<file path="config.mk">
export PLATFORM = sky130hd
export DESIGN_NAME = esi_cosim_bytelist_unpack
export DESIGN_NICKNAME = d
export VERILOG_FILES = /design/src/rtl/esi_cosim_bytelist_unpack.sv
export SDC_FILE = /design/constraint.sdc
export NUM_CORES = 1
export LEC_CHECK = 0
export ABC_AREA = 0
export ABC_CLOCK_PERIOD_IN_PS = 3200
export CORE_AREA = 2 2 109 111
export CTS_CLUSTER_DIAMETER = 120
export DETAILED_ROUTE_END_ITERATION = 8
export DIE_AREA = 0 0 111 113
export GPL_ROUTABILITY_DRIVEN = 0
export PLACE_DENSITY = 0.84
export SKIP_LAST_GASP = 1
export SYNTH_ARGS = -nofsm -noshare
export SYNTH_HDL_FRONTEND = slang
export SYNTH_SLANG_ARGS = --single-unit
</file>
<file path="constraint.sdc">
create_clock -name clk -period 3.2 [get_ports clk]
set_input_delay 0.48 -clock clk [delete_from_list [all_inputs] [get_ports clk]]
set_output_delay 0.48 -clock clk [all_outputs]
set_load 0.1 [all_outputs]
</file>
<file path="src/rtl/esi_cosim_bytelist_unpack.sv">
// Unpacks a flat Cap'n Proto {root ptr, List(UInt8) ptr, body} message
// into a valid/ready byte stream; malformed messages are dropped and counted.
module esi_cosim_bytelist_unpack #(
  parameter  int MSG_WORDS = 3,
  localparam int MSG_BITS  = 64 * MSG_WORDS,
  localparam int MAX_BYTES = 8 * (MSG_WORDS - 2)
) (
  input  logic                clk,
  input  logic                rst,
  input  logic                msg_valid,
  output logic                msg_ready,
  input  logic [MSG_BITS-1:0] msg_data,
  output logic                byte_valid,
  input  logic                byte_ready,
  output logic [7:0]          byte_data,
  output logic                byte_last,
  output logic                err_pulse,
  output logic [15:0]         err_count
);

  localparam int IWR  = $clog2(MAX_BYTES + 1);
  localparam int IW   = (IWR < 1) ? 1 : IWR;
  localparam int BODY = MSG_BITS - 128;
  localparam logic [IW-1:0] ONE = IW'(1);

  typedef enum logic {IDLE, STREAM} state_t;

  state_t          state;
  logic [BODY-1:0] body;
  logic [IW-1:0]   idx;
  logic [IW-1:0]   cnt;

  logic [63:0] w0;
  logic [63:0] w1;
  logic [28:0] count;
  logic        rootOk;
  logic        listOk;
  logic        msgOk;
  logic        accept;
  logic [IW-1:0] idxNext;
  logic        lastNext;
  logic        unusedDataSize;

  assign w0    = msg_data[63:0];
  assign w1    = msg_data[127:64];
  assign count = w1[63:35];

  // Data-section size of the root struct is irrelevant here.
  assign unusedDataSize = ^w0[47:32];

  assign rootOk = (w0[31:0] == 32'd0)
               && (w0[63:48] != 16'd0);
  assign listOk = (w1[1:0] == 2'd1)
               && (w1[31:2] == 30'd0)
               && (w1[34:32] == 3'd2)
               && (count <= 29'(MAX_BYTES));
  assign msgOk  = rootOk && listOk;

  assign msg_ready = (state == IDLE);
  assign accept    = msg_valid && msg_ready;

  assign idxNext  = idx + ONE;
  assign lastNext = (idxNext == cnt - ONE);

  always_ff @(posedge clk) begin
    if (!rst) begin
      state      <= IDLE;
      body       <= '0;
      idx        <= '0;
      cnt        <= '0;
      byte_valid <= 1'b0;
      byte_data  <= 8'd0;
      byte_last  <= 1'b0;
      err_pulse  <= 1'b0;
      err_count  <= 16'd0;
    end else begin
      err_pulse <= 1'b0;
      unique case (state)
        IDLE: begin
          if (accept) begin
            body <= msg_data[MSG_BITS-1:128];
            if (!msgOk) begin
              err_pulse <= 1'b1;
              if (err_count != 16'hFFFF)
                err_count <= err_count + 16'd1;
            end else if (count != 29'd0) begin
              state      <= STREAM;
              cnt        <= count[IW-1:0];
              idx        <= '0;
              byte_valid <= 1'b1;
              byte_data  <= msg_data[135:128];
              byte_last  <= (count == 29'd1);
            end
          end
        end
        STREAM: begin
          if (byte_ready) begin
            if (byte_last) begin
              state      <= IDLE;
              byte_valid <= 1'b0;
              byte_last  <= 1'b0;
            end else begin
              // body[7:0] always holds the byte being presented
              idx       <= idxNext;
              body      <= body >> 8;
              byte_data <= body[15:8];
              byte_last <= lastNext;
            end
          end
        end
        default: state <= IDLE;
      endcase
    end
  end

endmodule

</file>
==> results of run 1 <==
tightest hold or removal path, cell delays in order, from the launching register on:
cell     delay [ns]
dfxtp_1        0.31
nand3_1        0.06
a21oi_1        0.06
routing by layer:
metal  vias up  share of wire (%)  global-route usage, %
met5         -                  0                      0
met2       171                 49                   38.1
met1      2108                 41                   24.3
met4         0                3.6                   10.6
met3        28                6.0                   4.45
li1       2270                  -                      -
flip-flops by register name (all words and copies together), names as in the netlist:
register / flops
err_pulse: 1
state: 1
err_count: 16
idx: 4
cnt: 4
byte_data: 8
byte_valid: 1
byte_last: 1
body: 56
layout make-up:
type | instances | area, um2
clock buffers | 12 | 256
repair buffers | 220 | 2160
well taps | 143 | 179
fillers | 911 | 4330
flip-flops and latches | 92 | 1850
clock inverters | 4 | 55.1
multi-input cells | 359 | 2410
inverters | 7 | 26.3
path summary, 6_finish.rpt:
path	cells past startpoint	slack, ns	endpoint	from
setup reg to reg	8	0.95	err_count[15]$_SDFFE_PN0P_	err_count[0]$_SDFFE_PN0P_
hold reg to reg	2	0.47	body[62]$_SDFFE_PN0P_	body[62]$_SDFFE_PN0P_
setup / recovery	7	0.44	idx[2]$_SDFFE_PN0P_	msg_data[25]
hold / removal	2	0.47	body[62]$_SDFFE_PN0P_	body[62]$_SDFFE_PN0P_
power breakdown:
group | internal (mW) | total [mW] | switching [mW]
Combinational | 0.255 | 0.406 | 0.151
Sequential | 1.20 | 1.22 | 0.0288
Clock | 0.653 | 1.10 | 0.445
Total | 2.10 | 2.73 | 0.624
logic make-up (layout without fill, tap and decap cells):
kind of cell	Yosys count	after routing	synth area share, %
simple gates	170	170	19.5
compound gates	117	117	18.7
flops	92	92	41.5
mux	61	61	13.8
buf+inv	45	243	4.12
xor+xnor	8	8	1.58
fa+ha+maj	3	3	0.846
cells in the mapped netlist, types with 4 or more instances:
cell type / number
dfxtp_1: 92
mux2i_1: 61
nor2_1: 60
a211oi_1: 49
a21oi_1: 28
nor4_1: 28
clkbuf_1: 27
nand2_1: 20
nand3_1: 18
o31ai_1: 16
nand4_1: 9
buf_1: 7
inv_1: 7
or4_1: 6
nor3_1: 5
or3_1: 5
o21a_1: 4
o21ai_0: 4
xnor2_1: 4
xor2_1: 4
cells in the final DEF, fill, tap and decap left out, types with 16 or more instances in the layout:
master / count
nand3_1: 18
a21oi_1: 28
o31ai_1: 16
buf_4: 28
mux2i_1: 61
a211oi_1: 49
clkdlybuf4s50_1: 189
nor2_1: 60
dfxtp_1: 91
nor4_1: 28
nand2_1: 19
==> impl_metrics.ini, run 1 <==
[global_routing]
grt_max_degree = 97
antenna_found_initial = 0
grt_use_total_pct = 21.3
grt_pass1_vias = 4610
grt_overflow = 0
grt_pass1_wl_um = 21800

[timing]
worst_clock_skew_ns = 0.00583
finalHoldViolCount = 0
period_share_pct = 86.3
setup_viol = 0
worst_slack_ns = 0.440
fin_setup_tns_ns = 0
layout_min_cycle_time_ns = 2.76
rsz0062_at_grt = false
slew_headroom_pct = 35.4
fin_hold_ws_ns = 0.470
fmax_ghz = 0.362
report.final.slew_viol_count = 0
tightest_slew_ns = 0.966

[finish]
area_growth_pct = 56.4
final_cell_area_um2 = 6940
diodes = 0
fin_cells = 837
drive_above_1_share_pct = 7.78
final_nets = 888
utilization_pct = 61.5

[placement]
dp_hpwl_um = 10400
pre_cts_slack_ns = 0.0440
portBuffers = 207
dp_cells = 821
placed_area_um2 = 6630

[setup_path]
slowest_delay_ns = 0.54
critPathMaxFanout = 10
cp.buffers_inverters = 1
cp_top_family = simple AND/OR/NAND/NOR gates
slowest_stage = or4_4
crit_chain = clkdlybuf4s50_1, nor4_1, nand4_1, or4_4, a2111oi_4, or2_1, a211oi_1
cp.arrival_ns = 2.94
critPathRequiredTime_ns = 3.38
criticalPathCategory = in2reg
crit_path_end_kind = register
startpoint_type = primary input

[power]
p_per_area_nw_per_um2 = 393
peakVddDrop_mv = 0.322
power_mw = 2.73
p_leak_nw = 2.42

[detailed_routing]
drt_first_pass_iters = 4
dr_total_vias = 4577
drc = 0
routed_wl_um = 13400
vias_per_cell = 5.47
postRouteAntennaNets = 0
wl_per_cell_um = 16.0
dr.first_iter.drc_count = 228

[status]
status = finished clean

[yosys]
synthArstFlopShare_pct = 0
synth_area_um2 = 4440
ys_ff_latch = 92
synth_top_area_share_pct = 41.5
synth_area_leaders = dfxtp_1 42%, mux2i_1 14%, a211oi_1 8.3%, nor2_1 5.1%, nor4_1 3.9%
yosysWarnings = 0
yosys.area.top_type = dfxtp_1
synth_cells = 496
syn_avg_cell_area_um2 = 8.94
synth_fp_nets = 695
synthFlopType = dfxtp_1
synth_edf_count = 0
synth-seq-area-share_pct = 41.5
ys_types = 45

[floorplan]
die_x_um = 111
initial_core_util_pct = 39.3
dieArea_um2 = 12500
ioPinCount = 224
core.rowCount = 39
die_y_um = 113
core_area_um2 = 11300

[cts]
root_buffer = clkbuf_16
cts_max_path_buffers = 2
cts_tree = built
cts_buffers = 9
clk_pin_slew_worst_paths_ns = 0.06
cts.sinks = 92
cts_setup_buffers = 0
clk_latency_ns = 0.34
h-tree-depth = 3
ctsResizeCount = 0
hold_buffers = 0

[flow_run]
cap_violations = 0

[hold_path]
min_path_type = reg2reg
(Power assumes the default switching activity.)
==> inputs of run 2 (changes only) <==
Settings changed: SLEW_MARGIN set to 20.
==> results of run 2 <==
The final DEF is identical to that of run 1; final timing and power are the same.
